--- config.mk ---
export PLATFORM = sky130hd
export DESIGN_NAME = keypad_entry
export DESIGN_NICKNAME = d
export VERILOG_FILES = /design/src/rtl/keypad_pkg.sv /design/src/rtl/keypad_scanner.sv /design/src/rtl/keypad_entry.sv
export SDC_FILE = /design/constraint.sdc
export NUM_CORES = 1
export LEC_CHECK = 0
export CORE_UTILIZATION = 45
export CTS_CLUSTER_DIAMETER = 150
export DETAILED_ROUTE_END_ITERATION = 16
export SETUP_SLACK_MARGIN = 0.15
export SYNTH_ARGS = -nofsm -noshare
export SYNTH_HDL_FRONTEND = slang
export SYNTH_SLANG_ARGS = --single-unit
--- constraint.sdc ---
create_clock -name clk -period 8.5 [get_ports clk]
set_input_delay 1.275 -clock clk [delete_from_list [all_inputs] [get_ports clk]]
set_output_delay 1.275 -clock clk [all_outputs]
set_load 0.005 [all_outputs]
--- src/rtl/keypad_pkg.sv ---
// Shared definitions for the keypad entry block: key codes, the
// matrix-position-to-key map and the BCD-to-binary converter states.
package keypad_pkg;

  localparam logic [3:0] KEY_0    = 4'd0;
  localparam logic [3:0] KEY_1    = 4'd1;
  localparam logic [3:0] KEY_2    = 4'd2;
  localparam logic [3:0] KEY_3    = 4'd3;
  localparam logic [3:0] KEY_4    = 4'd4;
  localparam logic [3:0] KEY_5    = 4'd5;
  localparam logic [3:0] KEY_6    = 4'd6;
  localparam logic [3:0] KEY_7    = 4'd7;
  localparam logic [3:0] KEY_8    = 4'd8;
  localparam logic [3:0] KEY_9    = 4'd9;
  localparam logic [3:0] KEY_CLR  = 4'd10;
  localparam logic [3:0] KEY_BSP  = 4'd11;
  localparam logic [3:0] KEY_ENT  = 4'd12;
  localparam logic [3:0] KEY_NONE = 4'd15;

  // Physical layout (rows top to bottom, columns left to right):
  //   1 2 3 A      A = backspace
  //   4 5 6 B      * = clear, # = enter
  //   7 8 9 C      B, C, D are unused
  //   * 0 # D
  // Index is col*4 + row.
  function automatic logic [3:0] key_map(input logic [3:0] idx);
    case (idx)
      4'd0:    key_map = KEY_1;
      4'd1:    key_map = KEY_4;
      4'd2:    key_map = KEY_7;
      4'd3:    key_map = KEY_CLR;
      4'd4:    key_map = KEY_2;
      4'd5:    key_map = KEY_5;
      4'd6:    key_map = KEY_8;
      4'd7:    key_map = KEY_0;
      4'd8:    key_map = KEY_3;
      4'd9:    key_map = KEY_6;
      4'd10:   key_map = KEY_9;
      4'd11:   key_map = KEY_ENT;
      4'd12:   key_map = KEY_BSP;
      default: key_map = KEY_NONE;
    endcase
  endfunction

  typedef enum logic [1:0] {
    ST_IDLE = 2'd0,
    ST_CONV = 2'd1,
    ST_DONE = 2'd2
  } conv_state_e;

endpackage

--- src/rtl/keypad_scanner.sv ---
// Matrix scanner: row synchronizer, column divider/driver, 16-bit scan
// snapshot and press/release debounce. Emits a registered key code and a
// one-cycle valid pulse per accepted press.
// Optional: define KEYPAD_REPEAT_EN to auto-repeat held digit keys.
module keypad_scanner
  import keypad_pkg::*;
#(
  parameter int SCAN_DIV       = 12000,
  parameter int DEBOUNCE_SCANS = 5,
  parameter int REPEAT_DELAY   = 125,
  parameter int REPEAT_RATE    = 25
) (
  input  logic       clk,
  input  logic       rst_n,
  input  logic [3:0] row_n_i,
  output logic [3:0] col_n_o,
  output logic [3:0] key_code_o,
  output logic       key_valid_o
);

  localparam int DIV_W = $clog2(SCAN_DIV);
  localparam int DB_W  = $clog2(DEBOUNCE_SCANS + 1);
  localparam logic [DIV_W-1:0] DIV_LAST = DIV_W'(SCAN_DIV - 1);
  localparam logic [DB_W-1:0]  DB_LIMIT = DB_W'(DEBOUNCE_SCANS);

  if (SCAN_DIV < 4 || DEBOUNCE_SCANS < 1 || REPEAT_DELAY < 1 || REPEAT_RATE < 1) begin : g_bad_params
    $error("keypad_scanner: parameter out of range");
  end

  logic [3:0]       row_meta_q, row_sync_q;
  logic [DIV_W-1:0] div_q;
  logic [1:0]       col_q;
  logic [15:0]      snap_q;
  logic             held_q, held_d;
  logic [3:0]       cand_q, cand_d;
  logic [DB_W-1:0]  db_cnt_q, db_cnt_d;
  logic [3:0]       key_code_q, key_code_d;
  logic             key_valid_q, key_valid_d;

`ifdef KEYPAD_REPEAT_EN
  localparam int REP_MAX = (REPEAT_DELAY > REPEAT_RATE) ? REPEAT_DELAY : REPEAT_RATE;
  localparam int REP_W   = $clog2(REP_MAX + 1);
  localparam logic [REP_W-1:0] REP_DELAY = REP_W'(REPEAT_DELAY);
  localparam logic [REP_W-1:0] REP_RATE  = REP_W'(REPEAT_RATE);
  logic [REP_W-1:0] rep_cnt_q, rep_cnt_d;
  logic             rep_run_q, rep_run_d;
`endif

  logic        tick, scan_done, scan_none, scan_single;
  logic [15:0] scan_w;
  logic [3:0]  scan_idx;

  assign tick      = (div_q == DIV_LAST);
  assign scan_done = tick && (col_q == 2'd3);
  // Full scan as it will look once column 3 is stored this cycle.
  assign scan_w      = {~row_sync_q, snap_q[11:0]};
  assign scan_none   = (scan_w == 16'd0);
  assign scan_single = !scan_none && ((scan_w & (scan_w - 16'd1)) == 16'd0);
  assign col_n_o     = ~(4'b0001 << col_q);
  assign key_code_o  = key_code_q;
  assign key_valid_o = key_valid_q;

  // Synchronize rows, divide the clock and capture one column per tick.
  always_ff @(posedge clk) begin
    // NOTE: sequential state uses non-blocking assignment so every flop samples pre-edge values.
    if (!rst_n) begin
      row_meta_q <= 4'hF;
      row_sync_q <= 4'hF;
      div_q      <= '0;
      col_q      <= 2'd0;
      snap_q     <= 16'd0;
    end else begin
      row_meta_q <= row_n_i;
      row_sync_q <= row_meta_q;
      if (tick) begin
        div_q                    <= '0;
        snap_q[{col_q, 2'b00} +: 4] <= ~row_sync_q;
        col_q                    <= col_q + 2'd1;
      end else begin
        div_q <= div_q + 1'b1;
      end
    end
  end

  // Locate the pressed key in a single-key scan.
  always_comb begin
    scan_idx = 4'd0;
    for (int i = 0; i < 16; i++) begin
      if (scan_w[i]) scan_idx = 4'(i);
    end
  end

  // Debounce next-state: accept a stable single key, release on stable none.
  always_comb begin
    // NOTE: every combinational output gets a default first so no latch is inferred.
    held_d      = held_q;
    cand_d      = cand_q;
    db_cnt_d    = db_cnt_q;
    key_valid_d = 1'b0;
`ifdef KEYPAD_REPEAT_EN
    rep_cnt_d   = rep_cnt_q;
    rep_run_d   = rep_run_q;
`endif
    if (scan_done) begin
      if (!held_q) begin
        if (scan_single) begin
          if (scan_idx == cand_q) begin
            db_cnt_d = db_cnt_q + 1'b1;
          end else begin
            cand_d   = scan_idx;
            db_cnt_d = DB_W'(1);
          end
          if (db_cnt_d == DB_LIMIT) begin
            key_valid_d = 1'b1;
            held_d      = 1'b1;
            db_cnt_d    = '0;
`ifdef KEYPAD_REPEAT_EN
            rep_cnt_d   = '0;
            rep_run_d   = 1'b0;
`endif
          end
        end else begin
          db_cnt_d = '0;
        end
      end else begin
        if (scan_none) begin
          db_cnt_d = db_cnt_q + 1'b1;
          if (db_cnt_d == DB_LIMIT) begin
            held_d   = 1'b0;
            db_cnt_d = '0;
          end
        end else begin
          db_cnt_d = '0;
        end
`ifdef KEYPAD_REPEAT_EN
        if (scan_single && (scan_idx == cand_q) && (key_map(cand_q) <= KEY_9)) begin
          rep_cnt_d = rep_cnt_q + 1'b1;
          if ((!rep_run_q && rep_cnt_d == REP_DELAY) || (rep_run_q && rep_cnt_d == REP_RATE)) begin
            key_valid_d = 1'b1;
            rep_cnt_d   = '0;
            rep_run_d   = 1'b1;
          end
        end else begin
          rep_cnt_d = '0;
          rep_run_d = 1'b0;
        end
`endif
      end
    end
    key_code_d = key_valid_d ? key_map(cand_d) : key_code_q;
  end

  // Debounce state and registered key outputs.
  always_ff @(posedge clk) begin
    if (!rst_n) begin
      held_q      <= 1'b0;
      cand_q      <= 4'd0;
      db_cnt_q    <= '0;
      key_code_q  <= 4'd0;
      key_valid_q <= 1'b0;
`ifdef KEYPAD_REPEAT_EN
      rep_cnt_q   <= '0;
      rep_run_q   <= 1'b0;
`endif
    end else begin
      held_q      <= held_d;
      cand_q      <= cand_d;
      db_cnt_q    <= db_cnt_d;
      key_code_q  <= key_code_d;
      key_valid_q <= key_valid_d;
`ifdef KEYPAD_REPEAT_EN
      rep_cnt_q   <= rep_cnt_d;
      rep_run_q   <= rep_run_d;
`endif
    end
  end

endmodule

--- src/rtl/keypad_entry.sv ---
// Keypad entry top level: four-digit BCD entry buffer edited by accepted
// keys, and a multiply-add FSM that converts the buffer to binary on Enter.
// Optional: define KEYPAD_REPEAT_EN to auto-repeat held digit keys.
module keypad_entry
  import keypad_pkg::*;
#(
  parameter int SCAN_DIV       = 12000,
  parameter int DEBOUNCE_SCANS = 5,
  parameter int REPEAT_DELAY   = 125,
  parameter int REPEAT_RATE    = 25
) (
  input  logic        clk,
  input  logic        rst_n,
  input  logic [3:0]  row_n,
  output logic [3:0]  col_n,
  output logic [3:0]  key_code,
  output logic        key_valid,
  output logic [15:0] bcd,
  output logic [15:0] value,
  output logic        value_valid
);

  conv_state_e state_q, state_d;
  logic [15:0] bcd_q, bcd_d;
  logic [2:0]  cnt_q, cnt_d;
  logic        entered_q, entered_d;
  logic [15:0] conv_q, conv_d;
  logic [15:0] acc_q, acc_d;
  logic [1:0]  step_q, step_d;
  logic [15:0] value_q, value_d;

  keypad_scanner #(
    .SCAN_DIV      (SCAN_DIV),
    .DEBOUNCE_SCANS(DEBOUNCE_SCANS),
    .REPEAT_DELAY  (REPEAT_DELAY),
    .REPEAT_RATE   (REPEAT_RATE)
  ) u_scanner (
    .clk        (clk),
    .rst_n      (rst_n),
    .row_n_i    (row_n),
    .col_n_o    (col_n),
    .key_code_o (key_code),
    .key_valid_o(key_valid)
  );

  assign bcd         = bcd_q;
  assign value       = value_q;
  // value is loaded on the edge into DONE, so the pulse lines up with it.
  assign value_valid = (state_q == ST_DONE);

  // Conversion steps and buffer edits from accepted keys.
  always_comb begin
    state_d   = state_q;
    bcd_d     = bcd_q;
    cnt_d     = cnt_q;
    entered_d = entered_q;
    conv_d    = conv_q;
    acc_d     = acc_q;
    step_d    = step_q;
    value_d   = value_q;

    case (state_q)
      ST_CONV: begin
        // acc*10 + digit, thousands digit first from a private copy.
        acc_d  = (acc_q << 3) + (acc_q << 1) + {12'd0, conv_q[15:12]};
        conv_d = conv_q << 4;
        step_d = step_q + 2'd1;
        if (step_q == 2'd3) begin
          value_d = acc_d;
          state_d = ST_DONE;
        end
      end
      ST_DONE: begin
        entered_d = 1'b1;
        state_d   = ST_IDLE;
      end
      default: state_d = ST_IDLE;
    endcase

    if (key_valid) begin
      if (key_code <= KEY_9) begin
        if (entered_q) begin
          bcd_d     = {12'd0, key_code};
          cnt_d     = 3'd1;
          entered_d = 1'b0;
        end else if (cnt_q < 3'd4) begin
          bcd_d = {bcd_q[11:0], key_code};
          cnt_d = cnt_q + 3'd1;
        end
      end else if (key_code == KEY_BSP) begin
        bcd_d     = bcd_q >> 4;
        cnt_d     = (cnt_q != 3'd0) ? cnt_q - 3'd1 : 3'd0;
        entered_d = 1'b0;
      end else if (key_code == KEY_CLR) begin
        bcd_d     = 16'd0;
        cnt_d     = 3'd0;
        entered_d = 1'b0;
      end else if (key_code == KEY_ENT && state_q == ST_IDLE) begin
        conv_d  = bcd_q;
        acc_d   = 16'd0;
        step_d  = 2'd0;
        state_d = ST_CONV;
      end
    end
  end

  // Buffer and converter registers.
  always_ff @(posedge clk) begin
    if (!rst_n) begin
      state_q   <= ST_IDLE;
      bcd_q     <= 16'd0;
      cnt_q     <= 3'd0;
      entered_q <= 1'b0;
      conv_q    <= 16'd0;
      acc_q     <= 16'd0;
      step_q    <= 2'd0;
      value_q   <= 16'd0;
    end else begin
      state_q   <= state_d;
      bcd_q     <= bcd_d;
      cnt_q     <= cnt_d;
      entered_q <= entered_d;
      conv_q    <= conv_d;
      acc_q     <= acc_d;
      step_q    <= step_d;
      value_q   <= value_d;
    end
  end

endmodule
Word level (Yosys, flattened, before mapping) --
Memories as Yosys holds them, arrays and structs flattened. A register that Yosys moved wholly into a read port is not among the register bits. Cells that the tools add are included.
Word-level totals: output and inout port bits 42, latch bits 0, flip-flop bits (word level) 121, bits in read-only memories 64, bits of input ports 6, memory bits (writable) 0, logic and storage cells 140, memories 1
Memory list:
- (no name shown) | depth 16, bits a word 4, read ports 1, clocked after memory_dff 1, write ports 0, RTL line keypad_pkg.sv:27 | case (idx)
Operators by class: reductions and logical operators 13, shifts and indexed selects 3, equality and inequality tests 12, multipliers 0, divide/modulo/power cells 0, bitwise operators 4, muxes and demuxes 78, magnitude comparators 2, add/sub/neg operators 10
Operators with widths (number):
- 16-bit 2-to-1 mux | 17
- 3-bit 2-to-1 mux | 19
- 4-bit 2-to-1 mux | 12
- 16-bit zero test | 2
- 2-bit 2-to-1 mux | 15
- 16-bit adder | 1
- 16-bit by 4-bit adder with 16-bit output | 1
- 16-bit AND | 1
- 16-bit bitwise mux | 1
- 4-bit by 6-bit variable shift with 16-bit output (first input constant) | 1
- 4-bit by 6-bit variable part select with 16-bit output | 1
- 16-bit by 1-bit subtractor with 16-bit output (second input constant) | 1
- 14-bit by 1-bit adder with 14-bit output (second input constant) | 1
- 14-bit equality test (second input constant) | 1
- 1-bit 2-to-1 mux | 14
- 4-bit equality test (second input constant) | 3
- 4-bit NOT | 2
- 3-bit by 1-bit adder with 3-bit output (second input constant) | 2
- 2-bit equality test (second input constant) | 3
- 3-bit equality test (second input constant) | 2
- 4-bit negator with 6-bit output | 1
- 3-bit nonzero test | 2
- 2-bit by 1-bit adder with 2-bit output (second input constant) | 2
- 4-bit equality test | 1
- other kinds (13) | 16

Longest topological paths before layout --
Gate-level depths: netlist (run 1).
word-level depth 25, gate-level depth with buffers 15, gate-level depth less buffers 13

Hierarchy --
A second synthesis (run 1) with hierarchy kept.
Unflattened totals: cells, all modules 803, area total of the unflattened synthesis 6568.8 µm²
Modules (own cells, without submodules):
- keypad_entry | times used 1, sequential area each 1421.4 µm², cells each 451, area each 3707.3 µm²
- keypad_scanner | times used 1, sequential area each 980.9 µm², cells each 352, area each 2861.5 µm²

Worst setup path after synthesis (run 1) --
Ideal clock, no wire load.
kind register -> register, start register u_scanner.snap_q[8], end register u_scanner.key_code_q[3] (netlist: u_scanner.key_code_o[3]), setup time 0.068 ns, arrival 3.046 ns, setup slack 5.386 ns, period minus slack after synthesis 3.114 ns, buffers on the path 3, data required time 8.432 ns, cell stages (with the launch flop) 14, path through dfxtp_1 -> buf_6 -> or4_4 -> buf_6 -> nor4_2 -> nor4_2 -> nand4_2 -> clkbuf_1 -> nor2_1 -> a21oi_1 -> ha_1 -> mux2i_1 -> a2111o_1 -> a21oi_2
Between the ends: word-level cells in the longest chain between the ends 18, elaborated cells on any way between the ends 28, those cells by class add/sub (1); eq/ne (2); mux (20); bitwise (1); reduce/logical (4)
Ends and longest elaborated chain:
- from (decl) | RTL line keypad_scanner.sv:33 | logic [15:0] snap_q;
- from (signal, indexed assignment) | RTL line keypad_scanner.sv:77 | snap_q[{col_q, 2'b00} +: 4] <= ~row_sync_q;
- 4-bit 2-to-1 mux (8 in series) | RTL line keypad_scanner.sv:89 | if (scan_w[i]) scan_idx = 4'(i);
- 4-bit equality test | RTL line keypad_scanner.sv:107 | if (scan_idx == cand_q) begin
- 3-bit 2-to-1 mux | RTL line keypad_scanner.sv:107
- 3-bit 2-to-1 mux | RTL line keypad_scanner.sv:106 | if (scan_single) begin
- 3-bit 2-to-1 mux | RTL line keypad_scanner.sv:105 | if (!held_q) begin
- 3-bit 2-to-1 mux | RTL line keypad_scanner.sv:104 | if (scan_done) begin
- 3-bit equality test | RTL line keypad_scanner.sv:113 | if (db_cnt_d == DB_LIMIT) begin
- 1-bit 2-to-1 mux | RTL line keypad_scanner.sv:113
- 1-bit 2-to-1 mux | RTL line keypad_scanner.sv:106
- 1-bit 2-to-1 mux | RTL line keypad_scanner.sv:105
- 1-bit 2-to-1 mux | RTL line keypad_scanner.sv:104
- to (decl) | RTL line keypad_scanner.sv:37 | logic [3:0] key_code_q, key_code_d;
Several ways; a longest one is shown, not always the timed one. The select of a mux whose other input is x is not followed. A chain may end at the register's enable or synchronous reset.

Final worst setup path (run 1) --
start register u_scanner.div_q[0], end register u_scanner.key_code_q[3] (netlist: u_scanner.key_code_o[3])
Between the ends: word-level cells in the longest chain between the ends 3, elaborated cells on any way between the ends 4, those cells by class eq/ne (1); mux (2); reduce/logical (1)
Ends and longest elaborated chain:
- from (decl) | RTL line keypad_scanner.sv:31 | logic [DIV_W-1:0] div_q;
- from (signal assigned) | RTL line keypad_scanner.sv:80 | div_q <= div_q + 1'b1;
- 14-bit equality test * | RTL line keypad_scanner.sv:53 | assign tick = (div_q == DIV_LAST);
- 1-bit logical AND * | RTL line keypad_scanner.sv:54 | assign scan_done = tick && (col_q == 2'd3);
- 4-bit 2-to-1 mux / 1-bit 2-to-1 mux (equally long branches) | RTL line keypad_scanner.sv:104
Every way passes the cells marked *; elsewhere a longest branch is shown, timed or not.

==> results.txt, run 1 <==
status: complete, no violations
Clock Sinks: 120
fin area: 0.007458 mm²
met3 Usage GRT: 4.563%
Synthesis Warnings: 0
Synth top area share: 38.60%
via count: 5458
Initial Utilization: 46.63%
CTS tree: done
Setup crit end: u_scanner.key_code_o[3]
Seq cells post-synth: 120
clock latency on the worst-skew pair: 0.41 ns
final worst path period share: 41.03%
antenna violations before repair: 0
Highest Clock Rate: 0.2867 GHz
final antenna diode count: 0
Die W: 119.6 µm
FP Rows: 42
min-delay src: u_scanner.row_meta_q[2]
FF-to-FF Start: u_scanner.div_q[0]
syn_nets: 815
Clk pin slew, worst setup/hold paths: 0.06 ns
Fin. Hold Viols: 0
post-layout min period: 3.488 ns
Die H: 119.6 µm
Setup Skew: 0.005623 ns
met1 Resource Use GR: 27.18%
multi-input combinational cell area: 0.003560 mm²
Util after Layout: 55.88%
clock power share: 57.9%
adder-cell share of the synthesized area: 9.831%
synthesized instance count: 763
nets@finish: 846
post-route ant nets: 0
DRT iter0 DRCs: 362
Worst VDD drop: 0.1137 mV
Int Pwr: 1.138 mW
Worst slew margin: 26.89%
worst reg2reg path depth: 10
Max Cap Viol: 0
pin count of the biggest net entering global routing: 49
vias in the first global route: 5143
vias per cell: 5.552
GR Util All Layers: 21.35%
root buf cell: clkbuf_16
mapped cell area: 0.006223 mm²
Fillers: 1270
xor/xnor share of the synthesized area: 3.800%
dpl cell area: 0.006780 mm²
post-synthesis mux area share: 1.548%
hpwl dp: 10.14 mm
Static Leak: 2.897 nW
Seq/Total Area, Yosys: 38.60%
core area: 0.01335 mm²
async set-reset flop share out of synthesis: 0%
Switching Fraction: 19.74%
top cells by area, synth: dfxtp_1 (39%), ha_1 (8.8%), nand2_1 (7.5%)
worst reg2reg endpoint: u_scanner.key_code_o[3]
routability cong.: 0.8125
Pwr per Cell Area: 190.2 mW/mm²
Setup Fix Bufs, Post-CTS: 0
Setup TNS Final: 0 ns
DIE AREA: 0.01430 mm²
layout cell share with drive strength beyond 1: 6.691%
drt first pass iters: 4
layout overhead on the synthesized area: 19.84%
crit path capture type: flop
I/O Buffers: 47
CTS max path bufs: 2
Crit. Startpoint: u_scanner.div_q[0]
WL/cell: 14.82 µm
CTS resizes: 0
Detailed Route WL: 14.57 mm
H-tree depth: 4
complex-gate fraction of the synthesized area: 16.20%
Slew Limit Fails: 0
crit path max fanout: 16
hold buffers post-CTS: 0
CP Class: flop to flop
post-synth cell types: 65
required time of the worst setup path: 8.84 ns
Most Crowded Layer GR: met2
Register Area: 0.002402 mm²
crit start category: flop
Setup violations, final: 0
Worst Tran Pin Value: 1.097 ns
P_sw: 279.9 µW
combinational share of power: 1.9%
post-synth top area cell: dfxtp_1
Mean Syn Cell Area: 8.157 µm²
I/O pin cnt: 48
Post-synth top flop: dfxtp_1
grt total ovfl: 0
HP Class: flop to flop
Synth Area in Simple Gates: 25.77%
GR Util met2: 35.48%
total clock buffers created by CTS: 17
crit path DAT: 3.83 ns
Post-synth EDFFs: 0
Reg power frac: 40.2%
main combinational cell family by area after synthesis: simple AND/OR/NAND/NOR gates
first-pass GRT wire length: 24.61 mm
RSZ-0062 raised after global routing: no
register-to-register setup slack: 5.01 ns
drt drc: 0
==> state kept, by name, summed over array words and instances (netlist names), 2 cells and up <==
| register | flops |
|---|---|
| bcd | 16 |
| conv_q | 16 |
| value | 16 |
| acc_q | 15 |
| u_scanner.div_q | 14 |
| u_scanner.snap_q | 12 |
| u_scanner.cand_q | 4 |
| u_scanner.key_code_o | 4 |
| u_scanner.row_meta_q | 4 |
| u_scanner.row_sync_q | 4 |
| cnt_q | 3 |
| u_scanner.db_cnt_q | 3 |
| state_q | 2 |
| step_q | 2 |
| u_scanner.col_q | 2 |
==> cells in the mapped netlist, types with 3 or more instances <==
cell type	count
a211oi_1	8
dfxtp_1	120
ha_1	44
nand2_1	125
a21o_1	4
and2_1	6
o22ai_1	3
nand4_1	5
nand2b_1	16
mux2_2	3
nor4_1	8
a21oi_1	71
nor2b_1	6
or4_1	3
a221oi_1	11
nor3_1	33
xnor2_1	16
a211o_1	3
mux2i_1	4
and3_1	5
o211ai_1	6
xor2_1	11
inv_1	27
a311oi_1	12
o21ai_0	13
nand3_1	28
a22oi_1	5
nor2_1	85
clkbuf_1	34
==> how the worst min path moves through the flow <==
| stage | to | slack (ns) | cells after the start |
|---|---|---|---|
| floorplan | u_scanner.row_sync_q[0] | 0.39 | 1 |
| global placement | u_scanner.row_sync_q[0] | 0.41 | 1 |
| detailed placement | u_scanner.row_sync_q[0] | 0.41 | 1 |
| CTS | u_scanner.row_sync_q[0] | 0.42 | 1 |
| global route | u_scanner.row_sync_q[0] | 0.43 | 1 |
| finish | u_scanner.row_sync_q[2] | 0.42 | 1 |
==> metrics by stage <==
step	cells	total power [mW]	hold WS (ns)	worst slack, ns
2_1_floorplan	763	0.6004	0.3863	5.386
3_3_place_gp	951	0.6090	0.4074	4.905
3_5_place_dp	951	0.6093	0.4121	4.814
4_1_cts	983	1.431	0.4240	4.981
5_1_grt	983	1.462	0.4321	4.685
6_report	983	1.418	0.4163	5.012
==> cell usage in the layout, fill, tap and decap left out, types with 3 or more instances in the layout <==
master / n
clkdlybuf4s50_1: 47
o21ai_0: 13
dfxtp_1: 120
o211ai_1: 6
nor2b_1: 5
or4_1: 3
nand2_1: 125
nand2b_1: 16
nand3_1: 28
nor4_1: 8
a211oi_1: 8
ha_1: 44
mux2_2: 3
and3_1: 5
a21oi_1: 71
xor2_1: 11
nor3_1: 33
xnor2_1: 16
a21o_1: 4
bufinv_16: 6
a211o_1: 3
o22ai_1: 3
a311oi_1: 12
clkbuf_16: 17
mux2i_1: 4
inv_1: 27
and2_1: 6
clkinvlp_4: 3
a22oi_1: 5
nor2_1: 85
a221oi_1: 11
nand4_1: 5
buf_4: 3
==> critical path, stage by stage, from the launching register on <==
cell and delay [ns]:
dfxtp_1 0.37, ha_1 0.24, nand4_2 0.19, nor4_4 0.59, and2_1 0.29, nand4_2 0.40, a21oi_1 0.49, ha_1 0.22
mux2i_1 0.06, a2111o_1 0.43, a21oi_2 0.13
==> cells by family (layout without fill, tap and decap cells) <==
logic type	count (synthesis)	in the layout
xor gates and xnor gates	27	27
DFF	120	120
buffers and inverters	66	110
muxes	8	8
adders and majority gates	48	48
AOI/OAI and AO/OA	155	155
and+or+nand+nor	339	339
==> final cells by class <==
cell class              count  share of cell area, %
repair buffers             50                  6.610
flip-flops and latches    120                  32.21
clock buffers              20                  6.123
well taps                 176                  2.953
multi-input cells         577                  47.73
inverters                  28                  1.409
clock inverters            12                  2.969
==> layer usage <==
layer / share of wire, % / vias up
met5: 0 / -
met4: 1.4 / 0
met3: 3.4 / 21
met2: 48 / 98
met1: 47 / 2586
li1: - / 2753
==> power groups by stage <==
stage | Sequential [mW] | Clock (mW) | Combinational (mW)
final | 0.570 | 0.821 | 0.0275
after global routing | 0.570 | 0.862 | 0.0307
after CTS | 0.570 | 0.834 | 0.0278
after detailed placement | 0.582 | 0 | 0.0277
after global placement | 0.582 | 0 | 0.0274
after floorplan | 0.579 | 0 | 0.0211
(Power assumes the default switching activity.)
==> inputs of run 2 (changes only) <==
--- a/config.mk
+++ b/config.mk
@@ -8,6 +8,7 @@
 export CORE_UTILIZATION = 45
 export CTS_CLUSTER_DIAMETER = 150
 export DETAILED_ROUTE_END_ITERATION = 16
+export PLACE_DENSITY = 0.67
 export SETUP_SLACK_MARGIN = 0.15
 export SYNTH_ARGS = -nofsm -noshare
 export SYNTH_HDL_FRONTEND = slang
==> constraint.sdc (replaced) <==
create_clock -name clk -period 3.1 [get_ports clk]
set_input_delay 0.465 -clock clk [delete_from_list [all_inputs] [get_ports clk]]
set_output_delay 0.465 -clock clk [all_outputs]
set_load 0.005 [all_outputs]
==> results.txt, run 2 (synthesized netlist as in run 1, its figures left out) <==
total clock buffers created by CTS: 17
pin count of the biggest net entering global routing: 42
fin area: 0.007637 mm²
Initial Utilization: 46.63%
crit path max fanout: 7
crit start category: flop
grt total ovfl: 0
most frequent cells in the layout: nand2_1 (125), dfxtp_1 (118), nor2_1 (85)
final antenna diode count: 0
P_sw: 744.3 µW
Die H: 119.6 µm
layout overhead on the synthesized area: 22.72%
Max Cap Viol: 0
clock power share: 57.1%
combinational share of power: 2.3%
Fin. Hold Viols: 0
first-pass GRT wire length: 26.06 mm
CP Class: flop to flop
layout cell share with drive strength beyond 1: 9.489%
H-tree depth: 4
Switching Fraction: 19.34%
GR Util All Layers: 22.65%
hpwl dp: 10.47 mm
clock latency on the worst-skew pair: 0.41 ns
FP Rows: 42
Clk pin slew, worst setup/hold paths: 0.05 ns
core area: 0.01335 mm²
Die W: 119.6 µm
status: complete, no violations
Worst VDD drop: 0.4005 mV
RSZ-0062 raised after global routing: yes
I/O Buffers: 47
routability cong.: 0.8900
Largest stage delay, worst path: 0.44 ns
DIE AREA: 0.01430 mm²
Reg power frac: 40.6%
vias in the first global route: 5527
final worst path period share: 92.36%
required time of the worst setup path: 3.45 ns
CTS tree: done
Slew Limit Fails: 0
drt first pass iters: 4
CP Cell Sequence: or2_2, a211oi_1, o211ai_1, xnor2_1, nand4_1, or3_1, a2111o_1, a21oi_2
via count: 5619
post-layout min period: 2.863 ns
DRT iter0 DRCs: 290
drt drc: 0
hold buffers post-CTS: 0
crit path DAT: 3.21 ns
nets@finish: 862
post-route ant nets: 0
Clock Sinks: 120
Static Leak: 2.984 nW
antenna violations before repair: 0
I/O pin cnt: 48
Detailed Route WL: 15.26 mm
slowest CP cell: or3_1
HP Class: flop to flop
dpl cell area: 0.006869 mm²
Int Pwr: 3.104 mW
Worst Tran Pin Value: 0.7538 ns
root buf cell: clkbuf_16
crit path capture type: flop
total power: 3.848 mW
Setup violations, final: 0
Setup Skew: 0.008111 ns
Pwr per Cell Area: 503.9 mW/mm²
WL/cell: 15.29 µm
Worst slew margin: 49.64%
most common cell after layout, fill and taps aside: nand2_1
CTS max path bufs: 2
Highest Clock Rate: 0.3493 GHz
vias per cell: 5.630
==> run 2: metrics by stage <==
step / TNS [ns] / setup slack, ns / instances / hold slack (ns) / utilization, %
6_report: 0 / 0.2369 / 998 / 0.4252 / 57.22
5_1_grt: 0 / 0.1200 / 998 / 0.4480 / 57.22
4_1_cts: 0 / 0.1622 / 995 / 0.4237 / 56.68
3_5_place_dp: -0.05067 / -0.05067 / 962 / 0.4126 / 51.46
3_3_place_gp: 0 / 0.1798 / 962 / 0.3960 / 51.46
2_1_floorplan: 0 / 0.1587 / 763 / 0.3863 / -
==> run 2: power groups by stage <==
stage                     sequential (mW)  clock (mW)  combinational (mW)
final                                1.56        2.20              0.0875
after floorplan                      1.59           0              0.0579
after CTS                            1.56        2.23              0.0824
after global placement               1.59           0              0.0789
after detailed placement             1.59           0              0.0802
after global routing                 1.56        2.30              0.0971
==> run 2: worst paths after layout <==
path / cells past startpoint / start / slack [ns] / endpoint
max: 8 / u_scanner.snap_q[2] / 0.24 / u_scanner.key_code_o[3]
min: 1 / u_scanner.row_meta_q[0] / 0.43 / u_scanner.row_sync_q[0]
max reg2reg: 8 / u_scanner.snap_q[2] / 0.24 / u_scanner.key_code_o[3]
min reg2reg: 1 / u_scanner.row_meta_q[0] / 0.43 / u_scanner.row_sync_q[0]
==> run 2: what timing repair did <==
action | CTS | global route
setup buffers | 2 | 3
endpoints found under the setup margin | 4 | 12
resized for setup | 3 | 10
pin swaps | 4 | 7
==> run 2: critical path: cells and delay by family (launching register included) <==
family / cells / cell delay [ns]
AO/OA/AOI/OAI: 4 / 1.16
AND/OR/NAND/NOR: 3 / 1.02
flip-flops: 1 / 0.38
XOR/XNOR: 1 / 0.23
==> run 2: metal layers <==
layer,wire [µm],GRT usage [%],up-vias,part of all wire (%)
met4,373,10.70,0,2.4
met1,6731,27.44,2684,44
met5,0,0,-,0
met2,7530,37.79,128,49
met3,628,5.323,32,4.1
li1,-,-,2775,-
==> run 2: cell type report <==
type	count	area, µm²
clock inverter	8	165.2
fill	1203	5710
inverter	28	105.1
sequential	120	2405
tap	176	220.2
multi-input combinational	577	3631
clock buffer	23	498.0
timing repair buffer	66	613.1
